$ cat src/rtl/addr4u_pkg.sv
// Shared types and widths for the addr4u result-checking stage.
package addr4u_pkg;

    localparam int unsigned SUM_W  = 5;
    localparam int unsigned OPND_W = 4;

    typedef enum logic [1:0] {
        OK       = 2'd0,
        DEGRADED = 2'd1,
        FAILED   = 2'd2
    } health_t;

    typedef struct packed {
        logic [SUM_W-1:0] sum;
        logic             err;
    } entry_t;

endpackage

$ cat src/rtl/addr4u_skid2.sv
// Two-entry FIFO-ordered valid/ready buffer; all outputs come straight from flops.
module addr4u_skid2
    import addr4u_pkg::*;
(
    input  logic   clk,
    input  logic   rst,
    input  logic   push_valid,
    output logic   push_ready,
    input  entry_t push_data,
    output logic   pop_valid,
    input  logic   pop_ready,
    output entry_t pop_data
);

    logic [1:0] cnt_q, cnt_d;
    entry_t     head_q, head_d;
    entry_t     tail_q, tail_d;
    logic       ready_q, ready_d;
    logic       valid_q, valid_d;
    logic       push, pop;

    // Occupancy update; a push at occupancy 2 cannot happen because ready is low.
    always_comb begin
        push   = push_valid && ready_q;
        pop    = valid_q && pop_ready;
        cnt_d  = cnt_q;
        head_d = head_q;
        tail_d = tail_q;
        case ({push, pop})
            2'b10: begin
                cnt_d = cnt_q + 2'd1;
                if (cnt_q == 2'd0) begin
                    head_d = push_data;
                end else begin
                    tail_d = push_data;
                end
            end
            2'b01: begin
                cnt_d = cnt_q - 2'd1;
                if (cnt_q == 2'd2) begin
                    head_d = tail_q;
                end
            end
            2'b11: head_d = push_data;
            default: ;
        endcase
        ready_d = (cnt_d != 2'd2);
        valid_d = (cnt_d != 2'd0);
    end

    always_ff @(posedge clk) begin
        if (rst) begin
            cnt_q   <= 2'd0;
            head_q  <= '0;
            tail_q  <= '0;
            ready_q <= 1'b1;
            valid_q <= 1'b0;
        end else begin
            cnt_q   <= cnt_d;
            head_q  <= head_d;
            tail_q  <= tail_d;
            ready_q <= ready_d;
            valid_q <= valid_d;
        end
    end

    assign push_ready = ready_q;
    assign pop_valid  = valid_q;
    assign pop_data   = head_q;

endmodule

$ cat config.mk
export PLATFORM = sky130hd
export DESIGN_NAME = addr4u_skid2
export DESIGN_NICKNAME = d
export VERILOG_FILES = /design/src/rtl/addr4u_pkg.sv /design/src/rtl/addr4u_skid2.sv
export SDC_FILE = /design/constraint.sdc
export NUM_CORES = 1
export LEC_CHECK = 0
export ABC_AREA = 1
export CELL_PAD_IN_SITES_DETAIL_PLACEMENT = 1
export CELL_PAD_IN_SITES_GLOBAL_PLACEMENT = 1
export CORE_MARGIN = 8
export CORE_UTILIZATION = 38
export CTS_BUF_LIST = sky130_fd_sc_hd__clkbuf_4
export CTS_CLUSTER_DIAMETER = 200
export DETAILED_ROUTE_END_ITERATION = 10
export PLACE_DENSITY_LB_ADDON = 0.05
export SLEW_MARGIN = 25
export SYNTH_ARGS = -nofsm -noshare
export SYNTH_HDL_FRONTEND = slang
export SYNTH_SLANG_ARGS = --single-unit
export TNS_END_PERCENT = 100
$ cat constraint.sdc
create_clock -name clk -period 3 [get_ports clk]
set_input_delay 0.6 -clock clk [delete_from_list [all_inputs] [get_ports clk]]
set_output_delay 0.6 -clock clk [all_outputs]
set_load 0.005 [all_outputs]
* Yosys cells after proc, flatten, opt, wreduce, memory -nomap -nowiden
Index checks and enable logic that the tools add are counted.
** Word-level totals
- Logic and storage cells :: 28
- RAM bits :: 0
- Bits in latches :: 0
- Output and inout bits :: 8
- Memory bits (read-only) :: 0
- Memories :: 0
- Register bits :: 16
- Input bits :: 10
** Operators by class
- Reductions and logical operators :: 7
- Order comparisons :: 0
- Bitwise logic cells :: 1
- Multipliers :: 0
- Shifts and indexed selects :: 0
- Divide/modulo/power cells :: 0
- Multiplexer cells :: 4
- Add/sub/neg operators :: 2
- Equality and inequality tests :: 7
** Operator list (count)
- $pmux W6 S3 :: 1
- $mux W6 :: 2
- $eq A2 B2 Y1 const B :: 3
- $ne A2 B2 Y1 const B :: 3
- $pmux W2 S2 :: 1
- $reduce_and A3 Y1 :: 1
- $reduce_bool A3 Y1 :: 1
- $add A2 B1 Y2 const B :: 1
- $eq A2 B1 Y1 const B :: 1
- $logic_and A1 B1 Y1 :: 2
- $logic_not A2 Y1 :: 1
- $reduce_and A2 Y1 :: 1
- $reduce_bool A2 Y1 :: 1
- $sub A2 B1 Y2 const B :: 1
- $not A1 Y1 :: 1

* Logic depth before layout (Yosys ltp)
- Word-level depth :: 4
- Depth in mapped cells :: 10
- Depth with buffers taken out :: 9

* Worst setup path after synthesis
OpenSTA, ideal clock, no wires.
- Path type :: input-to-reg
- From :: input pop_ready
- To :: register head_q, in the netlist pop_data[1]
- Setup slack :: 1.368 ns
- Arrival time :: 1.517 ns
- Path buffers :: 1
- Stages :: 10
- Data required time :: 2.885 ns
- Library setup time :: 0.115 ns
- Cells stage by stage :: nand2_1 inv_1 ha_1 inv_1 nor2_2 nor2_2 buf_6 nand3_1 nand2_1 nor2_1
** Between the ends
- Word-level cells in the longest chain between the ends :: 4
- Elaborated cells between the ends (all ways) :: 9
- Those cells by class :: eq/ne (5); mux (1); reduce/logical (3)
** Ends and longest elaborated chain
- start, declared :: line addr4u_skid2.sv:11 : input logic pop_ready,
- $logic_and A1 B1 Y1 (*) :: line addr4u_skid2.sv:25 : pop = valid_q && pop_ready;
- $eq A2 B1 Y1 / $eq A2 B2 Y1 (equally long branches) :: line addr4u_skid2.sv:29 : case ({push, pop})
- $ne A2 B2 Y1 (no source line) / $reduce_bool A3 Y1 (equally long branches)
- $reduce_and A3 Y1 (no source line)
- end signal, assigned :: line addr4u_skid2.sv:54 : head_q <= '0;
- end signal, assigned :: line addr4u_skid2.sv:60 : head_q <= head_d;
- end, declared :: line addr4u_skid2.sv:16 : entry_t head_q, head_d;
Mark *: on every way between the ends. The rest lies on a longest branch, timed or not.
A chain may end at the register's enable or synchronous reset.

* Worst setup path after layout
Ends and elaborated chain as after synthesis.

==> results.txt <==
Hold Path Origin -> pop_data[3]
Post CTS Setup Buffer Count -> 0
vias in the first global route -> 801
num rows -> 17
DR WL/cell -> 11.86 µm
dominant synthesized flop cell -> dfxtp_1
status -> complete, no violations
largest net degree at the start of global routing -> 20
cell area after synthesis -> 820.8 µm²
share of the synthesized area in the top cell type -> 0.3902
most frequent cells after synthesis -> 31 x nor2_1, 22 x inv_1, 17 x nand2_1
Hold Path Depth -> 2
share of cells above drive strength 1 -> 0.05797
first-pass GRT wire length -> 3387 µm
Worst Hold Class -> reg2reg
die area -> 0.003903 mm²
yosys warns -> 0
CTS Sinks -> 16
synthesis-stage register bit count -> 16
pre-CTS setup slack -> 0.4916 ns
final worst setup slack -> 0.7924 ns
Synth Instances -> 121
Peak Freq -> 453.0 MHz
Final Hold Fails -> 0
CTS tree -> built
vias -> 750
Final Core Density -> 0.4771
pwr dens -> 815.6 mW/mm²
Clock Skews -> 0.006686 ns
Die Ht -> 62.48 µm
first-pass detailed-route iteration total -> 4
total power -> 827.7 µW
hold path endpoint -> pop_data[3]
reg-to-reg startpoint -> pop_valid
Detailed Place HPWL -> 1506 µm
EDFF count, synth -> 0
Non-Filler Instances -> 166
placed cells -> 162
Worst-Skew Late Latency -> 0.29 ns
Reg-to-Reg End -> pop_data[1]
die span in x -> 62.48 µm
Seq/Total Area, Yosys -> 0.3902
Leakage -> 0.0005265 µW
Placer Congestion -> 0.7126
WS Path Type -> in2reg
fillers -> 293
syn avg cell area -> 6.783 µm²
Clock Path Buffers -> 2
Slew @ Worst Pin -> 0.4697 ns
vias per std cell -> 4.518
Reg clk slew, reported paths -> 0.09 ns
max_cap viols -> 0
Net Count, Synth -> 134
Critical Path Sink Type -> register
fin crit share -> 0.7359
reg2reg setup slack -> 1.20 ns
RSZ-0062 raised after global routing -> false
Post-Route WL -> 1969 µm
Total GRT Usage -> 0.1060
IO Port Bufs -> 17
Final setup viols -> 0
DRC errors left -> 0
fin. max-slew vios -> 0
Layout Nets -> 152
global route total overflow -> 0
1st-iter DRT viols -> 15
worst relative slew slack -> 0.6857
CTS resizes -> 0
Layout area overhead -> 23.63%
ant diodes -> 0
largest cells by area after synthesis -> dfxtp_1 39%, nor2_1 14%, inv_1 10%, nand2_1 7.8%, nand3_1 4.9%
Max VDD drop -> 393.0 µV
post-synth cell types -> 16
Arr. time, crit path -> 2.40 ns
CTS HTree Levels -> 1
Synth area leader -> dfxtp_1
most common cell in the netlist -> nor2_1
io pins -> 18
root buffer cell -> clkbuf_4
initial antenna violation count -> 0
Crit Path Max Fanout -> 14
min Tclk post-route -> 2.208 ns
cts-stage hold buffer count -> 0
Critical Path Start Type -> primary input
Antenna Nets Post-Route -> 0
worst reg2reg path depth -> 9
core area -> 0.002127 mm²
setup_tns -> 0 ns
ys async rst share -> 0
total CTS buffers -> 3
worst path required time -> 3.19 ns
initial core utilization -> 0.3859
[sequential cells by signal, indices dropped and copies added (netlist names)]
register	flops
pop_data	6
tail_q	6
push_ready	1
pop_valid	1
cnt_q	2
[power breakdown]
group / switching, µW / internal, µW
sequential: 53.5 / 289
combinational: 195 / 170
clock: 71.7 / 48.3
[worst max path at each step]
stage / start / endpoint / slack (ns)
floorplan: pop_ready / pop_data[1] / 1.37
global placement: pop_ready / pop_data[5] / 0.60
detailed placement: pop_ready / pop_data[1] / 0.49
CTS: pop_ready / pop_data[1] / 0.80
global route: pop_ready / pop_data[1] / 0.64
finish: pop_ready / pop_data[1] / 0.79
[cells in the final DEF, fill, tap and decap left out]
| cell type | netlist | layout |
|---|---|---|
| xnor2_1 | 1 | 1 |
| a21oi_1 | 6 | 6 |
| o21ai_1 | 1 | 1 |
| nand2_2 | 2 | 2 |
| nand2_1 | 17 | 17 |
| nor2_1 | 31 | 31 |
| o21ai_4 | 1 | 1 |
| o21ai_0 | 5 | 5 |
| inv_1 | 22 | 22 |
| ha_1 | 3 | 3 |
| clkbuf_4 | 0 | 3 |
| nand3_1 | 8 | 8 |
| dfxtp_1 | 16 | 16 |
| clkinv_1 | 0 | 1 |
| nor2_2 | 2 | 2 |
| nand4_1 | 2 | 2 |
| clkdlybuf4s50_1 | 0 | 17 |
[worst max-delay path, stage by stage]
cell and delay (ns):
clkdlybuf4s50_1 0.41, nand2_1 0.11, inv_1 0.06, ha_1 0.35, nand2_2 0.17, nand2_2 0.06, nor2_2 0.34, nand3_1 0.16
nand2_1 0.09, nor2_1 0.04
[final cells by class]
cell class	instances	area (µm²)	share of cell area
Clock buffer	3	22.52	0.02219
Clock inverter	1	3.754	0.003699
Inverter	22	82.58	0.08138
Multi-Input combinational cell	79	380.4	0.3748
Sequential cell	16	320.3	0.3157
Tap cell	28	35.03	0.03453
Timing Repair Buffer	17	170.2	0.1677
[logic make-up after synthesis]
kind of cell,after synthesis,synth area share
and+or+nand+nor,62,0.3140
buffers and inverters,26,0.1463
DFF,16,0.3902
AOI/OAI and AO/OA,13,0.09298
adders and majority gates,3,0.04574
xor gates and xnor gates,1,0.01067
[layer usage]
layer | track usage | vias to the layer above | share of wire
met5 | 0 | - | 0
met4 | 0.02564 | 0 | 0.0071
met3 | 0.04839 | 2 | 0.041
met2 | 0.1876 | 10 | 0.47
met1 | 0.1111 | 337 | 0.48
li1 | - | 401 | -
[per-stage QoR]
stage / hold WS [ns] / area, µm²
after floorplan: 0.4549 / 820.8
after global placement: 0.4708 / 988.4
after detailed placement: 0.4748 / 988.4
after CTS: 0.5004 / 1015
after global routing: 0.5253 / 1015
final: 0.4925 / 1015
(Power assumes the default switching activity.)
